$ cat src/rtl/lvds_tx_pkg.sv
// Shared types and constants for the LVDS transmit lane scheduler.
package lvds_tx_pkg;

    typedef enum logic [1:0] {
        WAIT_LOCK,
        SER_RST,
        IDLE,
        RUN
    } lvds_state_t;

    localparam int LANE_BITS = 7;

    // Lowest colour bit carried by lanes 0..2, and by the two-bit fields of lane 3.
    localparam int VESA_MAIN_LO   = 0;
    localparam int VESA_EXTRA_LO  = 6;
    localparam int JEIDA_MAIN_LO  = 2;
    localparam int JEIDA_EXTRA_LO = 0;

    localparam logic [LANE_BITS-1:0] BLANK_WORD = 7'b000_0000;

    function automatic int max3(input int a, input int b, input int c);
        int m;
        m = (a > b) ? a : b;
        return (m > c) ? m : c;
    endfunction

endpackage

$ cat src/rtl/lvds_lane_map.sv
// One channel: 24-bit RGB plus {de,vs,hs} packed into LANES 7-bit lane words.
module lvds_lane_map
    import lvds_tx_pkg::*;
#(
    parameter int LANES = 4,
    parameter int JEIDA = 0
) (
    input  logic [23:0]                pix,
    input  logic [2:0]                 ctrl,
    output logic [LANES*LANE_BITS-1:0] word
);

    // RGB666 carries colour MSBs, which is the JEIDA layout for lanes 0..2.
    localparam int MLO = (JEIDA != 0 || LANES == 3) ? JEIDA_MAIN_LO : VESA_MAIN_LO;
    localparam int XLO = (JEIDA != 0) ? JEIDA_EXTRA_LO : VESA_EXTRA_LO;

    logic [7:0] r, g, b;

    assign r = pix[23:16];
    assign g = pix[15:8];
    assign b = pix[7:0];

    assign word[6:0]   = {g[MLO], r[MLO +: 6]};
    assign word[13:7]  = {b[MLO +: 2], g[MLO+1 +: 5]};
    assign word[20:14] = {ctrl, b[MLO+2 +: 4]};

    generate
        if (LANES == 4) begin : g_l3
            assign word[27:21] = {1'b0, b[XLO +: 2], g[XLO +: 2], r[XLO +: 2]};
        end
    endgenerate

endmodule

$ cat src/rtl/lvds_tx_lane_sched.sv
// Start-up sequencer, skid buffer and lane mapper feeding the 7:1 LVDS serializers.
module lvds_tx_lane_sched
    import lvds_tx_pkg::*;
#(
    parameter int CH       = 2,
    parameter int LANES    = 4,
    parameter int JEIDA    = 0,
    parameter int LOCK_CYC = 1024,
    parameter int SRST_CYC = 16,
    parameter int IDLE_CYC = 4096
) (
    input  logic                        sclk,
    input  logic                        reset_n,
    input  logic                        pll_lock,
    input  logic [CH*24-1:0]            pix_data,
    input  logic [CH*3-1:0]             pix_ctrl,
    input  logic                        pix_valid,
    output logic                        pix_ready,
    output logic [CH*LANES*LANE_BITS-1:0] lane_word,
    output logic                        ser_reset,
    output logic                        link_up,
    output logic                        underflow
);

    localparam int W       = CH*LANES*LANE_BITS;
    localparam int BW      = CH*27;
    localparam int CNT_MAX = max3(LOCK_CYC, SRST_CYC, IDLE_CYC);
    localparam int CW      = $clog2(CNT_MAX + 1);

    localparam logic [CW-1:0] LOCK_LAST = CW'(LOCK_CYC - 1);
    localparam logic [CW-1:0] SRST_LAST = CW'(SRST_CYC - 1);
    localparam logic [CW-1:0] IDLE_LAST = CW'(IDLE_CYC - 1);
    localparam logic [CW-1:0] CNT_TOP   = CW'(CNT_MAX);

    logic [1:0]    lock_sync;
    logic          lock_s;
    lvds_state_t   state, state_n;
    logic [CW-1:0] cnt, cnt_n, cnt_inc;

    logic [BW-1:0] buf_q [2];
    logic          rd_ptr, wr_ptr;
    logic [1:0]    count, count_n;
    logic          run_ok, push, pop;
    logic [BW-1:0] head;
    logic [W-1:0]  mapped;

    always_ff @(posedge sclk or negedge reset_n) begin
        if (!reset_n) lock_sync <= 2'b00;
        else          lock_sync <= {lock_sync[0], pll_lock};
    end
    assign lock_s = lock_sync[1];

    always_ff @(posedge sclk or negedge reset_n) begin
        if (!reset_n) begin
            state <= WAIT_LOCK;
            cnt   <= '0;
        end else begin
            state <= state_n;
            cnt   <= cnt_n;
        end
    end

    always_comb begin
        state_n = state;
        cnt_n   = cnt;
        cnt_inc = (cnt == CNT_TOP) ? cnt : cnt + CW'(1);
        if (!lock_s) begin
            state_n = WAIT_LOCK;
            cnt_n   = '0;
        end else begin
            case (state)
                WAIT_LOCK: if (cnt == LOCK_LAST) begin state_n = SER_RST; cnt_n = '0; end
                           else cnt_n = cnt_inc;
                SER_RST:   if (cnt == SRST_LAST) begin state_n = IDLE; cnt_n = '0; end
                           else cnt_n = cnt_inc;
                IDLE:      if (cnt == IDLE_LAST) begin state_n = RUN; cnt_n = '0; end
                           else cnt_n = cnt_inc;
                default:   cnt_n = cnt;
            endcase
        end
    end

    assign ser_reset = (state == WAIT_LOCK) || (state == SER_RST);
    assign link_up   = (state == RUN);

    // A lock drop seen in RUN blanks and flushes on the same edge the FSM leaves RUN.
    assign run_ok = (state == RUN) && lock_s;
    assign push   = run_ok && pix_valid && pix_ready;
    assign pop    = run_ok && (count != 2'd0);

    always_comb begin
        count_n = count;
        if (!run_ok)           count_n = 2'd0;
        else if (push && !pop) count_n = count + 2'd1;
        else if (pop && !push) count_n = count - 2'd1;
    end

    always_ff @(posedge sclk or negedge reset_n) begin
        if (!reset_n) begin
            rd_ptr <= 1'b0;
            wr_ptr <= 1'b0;
            count  <= 2'd0;
        end else if (!run_ok) begin
            rd_ptr <= 1'b0;
            wr_ptr <= 1'b0;
            count  <= 2'd0;
        end else begin
            if (push) wr_ptr <= ~wr_ptr;
            if (pop)  rd_ptr <= ~rd_ptr;
            count <= count_n;
        end
    end

    always_ff @(posedge sclk) begin
        if (push) buf_q[wr_ptr] <= {pix_ctrl, pix_data};
    end

    assign head = buf_q[rd_ptr];

    generate
        for (genvar c = 0; c < CH; c++) begin : g_ch
            lvds_lane_map #(.LANES(LANES), .JEIDA(JEIDA)) u_map (
                .pix  (head[c*24 +: 24]),
                .ctrl (head[CH*24 + c*3 +: 3]),
                .word (mapped[c*LANES*LANE_BITS +: LANES*LANE_BITS])
            );
        end
    endgenerate

    always_ff @(posedge sclk or negedge reset_n) begin
        if (!reset_n) begin
            lane_word <= {CH*LANES{BLANK_WORD}};
            underflow <= 1'b0;
            pix_ready <= 1'b0;
        end else begin
            lane_word <= pop ? mapped : {CH*LANES{BLANK_WORD}};
            underflow <= run_ok && (count == 2'd0);
            pix_ready <= (state_n == RUN) && (count_n != 2'd2);
        end
    end

endmodule

$ cat config.mk
export PLATFORM = sky130hd
export DESIGN_NAME = lvds_tx_lane_sched
export DESIGN_NICKNAME = d
export VERILOG_FILES = /design/src/rtl/lvds_tx_pkg.sv /design/src/rtl/lvds_lane_map.sv /design/src/rtl/lvds_tx_lane_sched.sv
export SDC_FILE = /design/constraint.sdc
export NUM_CORES = 1
export LEC_CHECK = 0
export ABC_AREA = 1
export BUFFER_PORTS_ARGS = -buffer_cell sky130_fd_sc_hd__buf_2
export CAP_MARGIN = 30
export CORE_MARGIN = 5
export CORE_UTILIZATION = 56
export CTS_CLUSTER_DIAMETER = 30
export CTS_CLUSTER_SIZE = 40
export DETAILED_ROUTE_END_ITERATION = 7
export GPL_TIMING_DRIVEN = 0
export PLACE_DENSITY = 0.79
export REMOVE_ABC_BUFFERS = 1
export SLEW_MARGIN = 5
export SYNTH_ARGS = -nofsm -noshare
export SYNTH_HDL_FRONTEND = slang
export SYNTH_SLANG_ARGS = --single-unit
$ cat constraint.sdc
create_clock -name sclk -period 4.9 [get_ports sclk]
set_input_delay 1.225 -clock sclk [delete_from_list [all_inputs] [get_ports sclk]]
set_output_delay 1.225 -clock sclk [all_outputs]
set_load 0.01 [all_outputs]
==> metrics.md, run 1 <==
| Metric | Value |
|---|---|
| Cell leakage power | `4.14 nW` |
| Worst Tran Pin Value | `895 ps` |
| Final setup violation count | `0` |
| Io pins | `118` |
| Placer Congestion | `0.834` |
| Layout Nets | `735` |
| Hold_buf cts | `0` |
| Seq cells post-synth | `185` |
| Antenna violations before repair | `1` |
| Post-Route WL | `13.9 mm` |
| Register-to-Register Setup Slack | `2400 ps` |
| Number of synthesized flops with an enable pin | `108` |
| Switching pwr | `0.000691 W` |
| Final Cell Area | `0.00872 mm^2` |
| Core Box Area | `0.0127 mm^2` |
| Layout area overhead | `19.9%` |
| Number of fill cells | `883` |
| Top post-synthesis cells by count | `108 x edfxtp_1, 105 x nand2_1, 78 x inv_1` |
| CTS clk-pin slew, worst paths | `70 ps` |
| PD cells | `351 mW/mm^2` |
| Worst r2r path cells | `7` |
| TritonRoute pass-1 iters | `5` |
| Max Root-Sink Buffers | `2` |
| Clock share of power | `43.9%` |
| Wire length per cell | `16.2 um` |
| Dominant synthesized flop cell | `edfxtp_1` |
| Final Skew | `8.01 ps` |
| Max-Cap Viols | `0` |
| Root Driver | `clkbuf_16` |
| Input/output buffers | `115` |
| Pin count of the biggest net entering global routing | `51` |
| Starting density of the core | `57.4%` |
| GRT Resource Usage Total | `19.8%` |
| Die ar. | `0.0154 mm^2` |
| Hold depth | `0` |
| Die span in y | `124 um` |
| Critical Path Source Type | `register` |
| Hold_ws | `360 ps` |
| Grt total ovfl | `0` |
| Synth warn | `0` |
| Post-DP HPWL | `9.34 mm` |
| Final Cycle Share | `58.0%` |
| Crit. End Element | `output pin` |
| R2R Path Start | `state[0]$_DFF_PN0_` |
| CTS tree | `yes` |
| Final slew viol count | `0` |
| Internal | `0.00237 W` |
| Net Sw Frac | `22.6%` |
| Most frequent cell after synthesis | `edfxtp_1` |
| Comb pwr share | `2.0%` |
| Vias in the first global route | `4789` |
| CTS buffer count | `17` |
| Hold Fails Final Rpt | `0` |
| RR Endpoint | `buf_q[0][51]$_DFFE_PP_` |
| 1st-iter DRT viols | `235` |
| Share of cells above drive strength 1 | `35.6%` |
| Worst setup margin | `2060 ps` |
| Yosys top cell by area | `edfxtp_1` |
| FMAX | `352 MHz` |
| DRT antenna net count | `0` |
| ANT cells | `0` |
| Register area | `0.00517 mm^2` |
| Critical Path AT | `1620 ps` |
| Max Fanout on Critical Path | `6` |
| DRC viols | `0` |
| Critical path required time | `3670 ps` |
| Via/cell ratio | `5.06` |
| First-pass GRT wire length | `23.0 mm` |
| Ys async rst share | `41.6%` |
| Worst-Skew Late Latency | `430 ps` |
| Tot Pwr | `0.00306 W` |
| Slew headroom | `40.2%` |
| Row count | `41` |
| Post_cts resized | `0` |
| CP Class | `register to output pin` |
| Cell Area, Synth | `0.00727 mm^2` |
| Min-delay worst type | `register to register` |
| Final worst path period need | `2840 ps` |
| Status | `finished clean` |
| Mean Syn Cell Area | `13.3 um^2` |
| Die width | `124 um` |
| Synth cell types | `32` |
| Worst hold path endpoint | `lock_sync[1]$_DFF_PN0_` |
| Placed cell area | `0.00813 mm^2` |
| VDD IR max | `0.000310 V` |
| Area of the multi-input gates | `0.00172 mm^2` |
| Pre-CTS WS | `1980 ps` |
| Sequential Power Share | `54.1%` |
| Post-CTS setup buffer count | `0` |
| Total vias in the final route | `4325` |
| Top post-synthesis cells by area | `edfxtp_1 45%, dfrtp_1 26%, mux2_2 8.5%` |
| Sequential area share after synthesis | `71.1%` |
| Post-synth top area share | `44.6%` |
| CTS H-tree lvls | `4` |
| Mapped Cells | `545` |
| RSZ-0062 raised after global routing | `false` |
| Hold_sp | `lock_sync[0]$_DFF_PN0_` |
| CTS sink count | `185` |
[layout by cell type, fill, tap and decap left out, drive strengths merged, types with 4 or more instances in the layout]
master	instances
mux2	55
nand2	110
buf	121
nor3	4
edfxtp	108
clkinv	4
a21oi	5
nor2	33
inv	92
clkbuf	17
ha	8
dfrtp	77
o21ai	15
nand3	14
xor2	7
[state kept, by name (all words and copies together) (netlist names)]
signal	cells
buf_q	108
cnt	13
count	2
lane_word	54
lock_sync	2
pix_ready	1
rd_ptr	1
state	2
underflow	1
wr_ptr	1
[cells by family after synthesis]
logic type / count (synthesis) / synth area share, %
simple gates: 166 / 10.1
mux: 55 / 8.52
fa+ha+maj: 8 / 1.38
other cells: 1 / 0.0516
compound gates: 23 / 2.19
xor+xnor: 9 / 1.08
flops: 185 / 71.1
buf+inv: 98 / 5.59
[how the worst max path moves through the flow]
stage | from | to | slack (ps) | cells past startpoint
floorplan | pix_valid | buf_q[0][0]$_DFFE_PP_ | 700 | 3
global placement | pix_valid | buf_q[0][29]$_DFFE_PP_ | -910 | 4
detailed placement | pix_valid | buf_q[0][43]$_DFFE_PP_ | 1980 | 5
CTS | state[0]$_DFF_PN0_ | ser_reset | 2060 | 5
global route | state[0]$_DFF_PN0_ | ser_reset | 1890 | 5
finish | state[0]$_DFF_PN0_ | ser_reset | 2060 | 5
[final cells by class]
type,count,area share [%]
flip-flops and latches,185,59.3
multi-input cells,263,19.7
repair buffers,121,8.18
clock buffers,17,4.88
inverters,81,3.49
well taps,172,2.47
clock inverters,15,1.92
[layer usage]
layer  track usage [%]  wire, um  vias to the layer above
li1                  -         -                     2032
met1              23.7      5700                     2136
met2              33.1      6930                      124
met3              7.27       883                       31
met4              7.53       336                        2
met5                 0        13                        -
[power by group through the flow]
stage               Combinational (W)  Clock (W)  Sequential [W]
floorplan                   0.0000134          0         0.00169
global placement            0.0000540          0         0.00169
detailed placement          0.0000612          0         0.00169
CTS                         0.0000619    0.00137         0.00166
global route                0.0000687    0.00144         0.00166
finish                      0.0000601    0.00134         0.00166
[per-stage QoR]
stage	util (%)	cells	TNS [ps]
after floorplan	-	529	0
after global placement	62.9	816	-89390
after detailed placement	64.1	822	0
after CTS	68.8	854	0
after global routing	68.8	854	0
final	68.8	854	0
[critical path, cell delays in order (launching register included)]
cell and delay, ps:
dfrtp_1 460, inv_1 140, ha_1 250, nor2_1 160, inv_1 50, buf_2 130
No activity file was read; power rests on OpenSTA's default activity.
==> run 2, diff against run 1 <==
--- a/config.mk
+++ b/config.mk
@@ -9,12 +9,12 @@
 export BUFFER_PORTS_ARGS = -buffer_cell sky130_fd_sc_hd__buf_2
 export CAP_MARGIN = 30
 export CORE_MARGIN = 5
-export CORE_UTILIZATION = 56
+export CORE_UTILIZATION = 51
 export CTS_CLUSTER_DIAMETER = 30
 export CTS_CLUSTER_SIZE = 40
 export DETAILED_ROUTE_END_ITERATION = 7
 export GPL_TIMING_DRIVEN = 0
-export PLACE_DENSITY = 0.79
+export PLACE_DENSITY = 0.76
 export REMOVE_ABC_BUFFERS = 1
 export SLEW_MARGIN = 5
 export SYNTH_ARGS = -nofsm -noshare
==> constraint.sdc (replaced) <==
create_clock -name sclk -period 2.5 [get_ports sclk]
set_input_delay 0.625 -clock sclk [delete_from_list [all_inputs] [get_ports sclk]]
set_output_delay 0.625 -clock sclk [all_outputs]
set_load 0.01 [all_outputs]
==> run 2 against run 1 <==
  * Total power is 94% higher
  * Non-clock buffer count up 4
  * Wire length increased by 0.99%
  * Sequential power up 96%
  * Combinational power rose by 96%
  * Cell count is 1.5% higher
  * Die area grew 9.0%
  * First-iteration DRC count increased by 33%
  * Critical path type unchanged
  * Largest power group unchanged
==> metrics.md, run 2 (synthesized netlist as in run 1, its figures left out) <==
| Metric | Value |
|---|---|
| Core Box Area | `0.0139 mm^2 (+10%)` |
| Placer Congestion | `0.844 (+1.2%)` |
| CTS tree | `yes` |
| Commonest non-fill, non-tap cell in the layout | `buf_2` |
| CTS buffer count | `17 (unchanged)` |
| Root Driver | `clkbuf_16` |
| Max-Cap Viols | `0 (unchanged)` |
| Final slew viol count | `0 (unchanged)` |
| CTS clk-pin slew, worst paths | `70 ps (about the same)` |
| CTS H-tree lvls | `4 (unchanged)` |
| Via/cell ratio | `4.96 (-2.0%)` |
| Post-Route WL | `14.0 mm (+0.99%)` |
| ANT cells | `0 (unchanged)` |
| Worst Tran Pin Value | `553 ps (-342 ps)` |
| PD cells | `677 mW/mm^2 (+93%)` |
| Final worst path period need | `2250 ps` |
| Layout area overhead | `20.6%` |
| Grt total ovfl | `0 (unchanged)` |
| Die width | `129 um (+4.4%)` |
| Area of the multi-input gates | `0.00173 mm^2 (+0.51%)` |
| Status | `finished clean` |
| Hold_buf cts | `0 (unchanged)` |
| Final Skew | `10.5 ps (+2.47 ps)` |
| Die ar. | `0.0167 mm^2 (+9.0%)` |
| Placed cells | `831 (+1.1%)` |
| 1st-iter DRT viols | `313 (+33%)` |
| Hold Fails Final Rpt | `0 (unchanged)` |
| Max Root-Sink Buffers | `2 (unchanged)` |
| Final Cell Area | `0.00877 mm^2 (+0.59%)` |
| Placed cell area | `0.00816 mm^2 (+0.37%)` |
| Met3 WL post-DR | `971 um (+10%)` |
| Wire length per cell | `16.1 um (-0.53%)` |
| Input/output buffers | `115 (unchanged)` |
| Critical Path AT | `1620 ps (about the same)` |
| Critical Path Source Type | `register` |
| Max Fanout on Critical Path | `6 (unchanged)` |
| TritonRoute pass-1 iters | `5 (unchanged)` |
| First-pass GRT wire length | `22.9 mm (-0.69%)` |
| Io pins | `118 (unchanged)` |
| Top Layer Used | `met5` |
| Worst-Skew Late Latency | `430 ps (about the same)` |
| Top reg by flops | `buf_q` |
| Layout Nets | `740 (+0.68%)` |
| GRT Resource Usage Total | `17.7% (-2.1 points)` |
| Total vias in the final route | `4302 (-0.53%)` |
| RSZ-0062 raised after global routing | `false` |
| Starting density of the core | `52.2% (-5.2 points)` |
| Met2 wire len | `7.02 mm (+1.3%)` |
| Critical path required time | `1880 ps (-1790 ps)` |
| Number of fill cells | `1060 (+20%)` |
| CP Class | `register to output pin` |
| Register area | `0.00517 mm^2 (unchanged)` |
| Share of cells above drive strength 1 | `35.8% (+0.18 points)` |
| Final setup violation count | `0 (unchanged)` |
| Metal-1 WL | `5.75 mm (+0.88%)` |
| Die span in y | `129 um (+4.4%)` |
| DRT antenna net count | `0 (unchanged)` |
| Vias in the first global route | `4604 (-3.9%)` |
| FMAX | `445 MHz` |
| Non-filler cells, final | `867 (+1.5%)` |
| Pin count of the biggest net entering global routing | `51 (unchanged)` |
| Final Cycle Share | `89.9%` |
| Post-DP HPWL | `9.29 mm (-0.50%)` |
| VDD IR max | `0.000550 V (+78%)` |
| Max reg flops | `108 (unchanged)` |
| Slew headroom | `63.2% (+23 points)` |
| Commonest cells after routing, fill and taps aside | `114 x buf_2, 108 x edfxtp_1, 104 x nand2_1` |
| Cell leakage power | `4.15 nW (+0.21%)` |
| Antenna violations before repair | `1 (unchanged)` |
| DRC viols | `0 (unchanged)` |
| Row count | `43 (+4.9%)` |
| Crit. End Element | `output pin` |
| Min-delay worst type | `input port to asynchronous set/reset pin` |
| Regs by FF count | `buf_q: 108 flops, lane_word: 54 flops, cnt: 13 flops` |
| CTS sink count | `185 (unchanged)` |
[run 2: changes by cell type in the layout (fill, tap and decap cells not counted), sizes merged]
cell      delta
clkinvlp     +1
bufinv       +1
buf          +4
nor2         +1
clkbuf       +3
inv          -5
[run 2: per-stage QoR]
| stage | setup TNS, ps | total power [W] | util, % | hold WS, ps | setup WS [ps] |
|---|---|---|---|---|---|
| 2_1_floorplan | -146620 | 0.00334 | - | 329 | -1300 |
| 3_3_place_gp | -411740 | 0.00342 | 57.2 | 343 | -2930 |
| 3_5_place_dp | 0 | 0.00343 | 58.5 | 352 | 115 |
| 4_1_cts | 0 | 0.00600 | 62.6 | 121 | 52.7 |
| 5_1_grt | 0 | 0.00616 | 62.9 | 137 | 72.4 |
| 6_report | 0 | 0.00594 | 62.9 | 128 | 253 |
[run 2: critical path: stages, from the launching register on]
cell	delay, ps
dfrtp_1	450
inv_1	140
ha_1	240
nor2_1	160
inv_1	60
buf_2	130
[run 2: final timing paths]
path	slack [ps]	cells past startpoint	to	from
max in group asynchronous	1770	2	rd_ptr$_DFFE_PN0P_	reset_n
hold reg to reg	350	0	lock_sync[1]$_DFF_PN0_	lock_sync[0]$_DFF_PN0_
setup reg to reg	260	11	pix_ready$_DFF_PN0_	state[0]$_DFF_PN0_
min in group sclk	320	1	lock_sync[0]$_DFF_PN0_	pll_lock
hold / removal	130	1	lane_word[46]$_DFF_PN0_	reset_n
setup / recovery	250	5	ser_reset	state[0]$_DFF_PN0_
[run 2: where the power goes]
group	internal (W)	switching [W]	leakage, nW
Combinational	0.0000477	0.0000701	1.84
Sequential	0.00324	0.00000629	2.04
Clock	0.00141	0.00117	0.277
Total	0.00470	0.00124	4.15
[run 2: what timing repair did]
item                       CTS  global route
setup buffers                0             3
resized for setup            0             1
setup endpoints to repair    0             1
[run 2: layout make-up]
class                   instances  area share [%]
repair buffers                125            8.76
well taps                     180            2.57
inverters                      81            3.47
clock buffers                  20            4.98
flip-flops and latches        185            59.0
multi-input cells             264            19.7
clock inverters                12            1.53
[run 2: layer usage]
layer | global-route usage (%) | up-vias
li1 | - | 2042
met1 | 21.6 | 2112
met2 | 29.2 | 126
met3 | 6.06 | 20
met4 | 7.09 | 2
met5 | 0 | -
==> run 3, diff against run 2 <==
--- a/config.mk
+++ b/config.mk
@@ -15,6 +15,7 @@
 export DETAILED_ROUTE_END_ITERATION = 7
 export GPL_TIMING_DRIVEN = 0
 export PLACE_DENSITY = 0.76
+export RECOVER_POWER = 100
 export REMOVE_ABC_BUFFERS = 1
 export SLEW_MARGIN = 5
 export SYNTH_ARGS = -nofsm -noshare
==> run 3 against run 2 <==
  * The flow now finishes with violations (capacitance limit, slew limit)
  * Sequential cell count did not move
  * Clock skew up 1.3 ps
  * Fmax decreased by 4.8%
  * Wire length up 0.16%
  * Clock-buffer cell count unchanged
  * Worst setup slack worse by 110 ps
  * Non-clock buffer count unchanged
  * Via count up 0.42%
  * Die area stayed put
  * Clock power about the same
  * Highest routed layer unchanged
==> metrics.md, run 3 (synthesized netlist as in run 1, its figures left out) <==
| Metric | Value |
|---|---|
| Status | `finished, violations left` |
| Failing checks | `capacitance limit, slew limit` |
| GRT Resource Usage Total | `17.7% (unchanged)` |
| Register-to-Register Setup Slack | `140 ps (-120 ps)` |
| Met3 Resource Use GR | `6.06% (unchanged)` |
| Busiest grt layer | `met2` |
| Placed cell area | `0.00816 mm^2 (unchanged)` |
| Final slew viol count | `28 (+28)` |
| Final Skew | `11.8 ps (+1.28 ps)` |
| Final setup violation count | `0 (unchanged)` |
| Worst Tran Pin Value | `1780 ps (+1230 ps)` |
| Die span in y | `129 um (unchanged)` |
| DRC viols | `0 (unchanged)` |
| Die width | `129 um (unchanged)` |
| CTS sink count | `185 (unchanged)` |
| PD cells | `694 mW/mm^2 (+2.5%)` |
| Die ar. | `0.0167 mm^2 (unchanged)` |
| TritonRoute pass-1 iters | `7 (+2)` |
| Total vias in the final route | `4320 (+0.42%)` |
| Placer Congestion | `0.844 (unchanged)` |
| CTS clk-pin slew, worst paths | `60 ps (about the same)` |
| Hold Fails Final Rpt | `0 (unchanged)` |
| Post-DP HPWL | `9.29 mm (unchanged)` |
| Max reg flops | `108 (unchanged)` |
| Critical Path Source Type | `register` |
| Number of fill cells | `1125 (+6.1%)` |
| Critical path required time | `2610 ps (+730 ps)` |
| Max Fanout on Critical Path | `29 (+23)` |
| Starting density of the core | `52.2% (unchanged)` |
| CTS tree | `yes` |
| Vias in the first global route | `4604 (unchanged)` |
| Max-Cap Viols | `1 (+1)` |
| DRT antenna net count | `0 (unchanged)` |
| Antenna violations before repair | `1 (unchanged)` |
| RSZ-0062 raised after global routing | `false` |
| Crit. End Element | `register` |
| Critical Path AT | `2470 ps (+850 ps)` |
| Commonest non-fill, non-tap cell in the layout | `edfxtp_1` |
| Pin count of the biggest net entering global routing | `51 (unchanged)` |
| Top reg by flops | `buf_q` |
| CTS buffer count | `17 (unchanged)` |
| Grt total ovfl | `0 (unchanged)` |
| CP Class | `register to register` |
| Row count | `43 (unchanged)` |
| M2 GR Usage | `29.2% (unchanged)` |
| Final Cycle Share | `94.4% (+4.5 points)` |
| VDD IR max | `0.000551 V (+0.32%)` |
| Worst-Skew Late Latency | `430 ps (about the same)` |
| Core Box Area | `0.0139 mm^2 (unchanged)` |
| Commonest cells after routing, fill and taps aside | `108 x edfxtp_1, 104 x nand2_1, 98 x clkbuf_1` |
| Hold_buf cts | `0 (unchanged)` |
| Cell leakage power | `3.76 nW (-9.4%)` |
| Max Root-Sink Buffers | `2 (unchanged)` |
| Post-Route WL | `14.0 mm (+0.16%)` |
| 1st-iter DRT viols | `294 (-6.1%)` |
| Root Driver | `clkbuf_16` |
| Regs by FF count | `buf_q: 108 flops, lane_word: 54 flops, cnt: 13 flops` |
| Final Cell Area | `0.00853 mm^2 (-2.7%)` |
| Slew headroom | `-18.6% (-82 points)` |
| CTS H-tree lvls | `4 (unchanged)` |
| Share of cells above drive strength 1 | `19.5% (-16 points)` |
| Final worst path period need | `2360 ps (+114 ps)` |
| Layout Nets | `740 (unchanged)` |
| Layout area overhead | `17.3%` |
| FMAX | `424 MHz (-4.8%)` |
| Input/output buffers | `115 (unchanged)` |
| Wire length per cell | `16.2 um (+0.16%)` |
| Worst setup margin | `139 ps (-114 ps)` |
| Min-delay worst type | `input port to register` |
| Met1 Usage GRT | `21.6% (unchanged)` |
| Io pins | `118 (unchanged)` |
| Pre-CTS WS | `115 ps (unchanged)` |
| ANT cells | `0 (unchanged)` |
| First-pass GRT wire length | `22.9 mm (unchanged)` |
| Via/cell ratio | `4.98 (+0.42%)` |
## run 3: area by class of cell
type | instances | area [um^2] | area share [%]
clock inverters | 12 | 134 | 1.57
multi-input cells | 264 | 1670 | 19.6
inverters | 81 | 304 | 3.56
repair buffers | 125 | 592 | 6.94
well taps | 180 | 225 | 2.64
flip-flops and latches | 185 | 5170 | 60.6
clock buffers | 20 | 437 | 5.12
## run 3: critical path, stage by stage, from the launching register on
cell      delay [ps]
dfrtp_1          450
ha_1             240
nand2_2          170
inv_1            140
and3_1           180
inv_1             50
nor2_1           140
clkbuf_1         320
buf_6            340
## run 3: routing by layer
metal / up-vias / part of all wire, %
met5: - / 0.050
met4: 2 / 1.6
met3: 21 / 6.6
met2: 123 / 51
met1: 2137 / 41
li1: 2037 / -
## run 3: worst paths after layout
path / startpoint / end / cells past startpoint
max: state[0]$_DFF_PN0_ / buf_q[0][6]$_DFFE_PP_ / 8
min: pll_lock / lock_sync[0]$_DFF_PN0_ / 1
max reg2reg: state[0]$_DFF_PN0_ / buf_q[0][6]$_DFFE_PP_ / 8
min reg2reg: lock_sync[0]$_DFF_PN0_ / lock_sync[1]$_DFF_PN0_ / 0
max in group asynchronous: reset_n / lane_word[40]$_DFF_PN0_ / 1
min in group asynchronous: reset_n / lane_word[46]$_DFF_PN0_ / 1
## run 3: what timing repair did
action                                  CTS  global route
endpoints found under the setup margin    0             1
setup buffers                             0             3
gates resized for setup                   0             1
## run 3: report_power, final
part	internal (W)	leakage, nW	total (W)	switching, W
Combinational	0.0000391	1.45	0.000107	0.0000676
Clock	0.00141	0.277	0.00257	0.00116
Sequential	0.00324	2.04	0.00325	0.00000627
## run 3: through the flow
stage	std cells	utilization (%)	power [W]	hold WS [ps]	setup TNS [ps]
floorplan	529	-	0.00334	329	-146620
global placement	824	57.2	0.00342	343	-411740
detailed placement	831	58.5	0.00343	352	0
CTS	863	62.6	0.00600	121	0
global route	867	61.2	0.00615	301	0
finish	867	61.2	0.00592	318	0
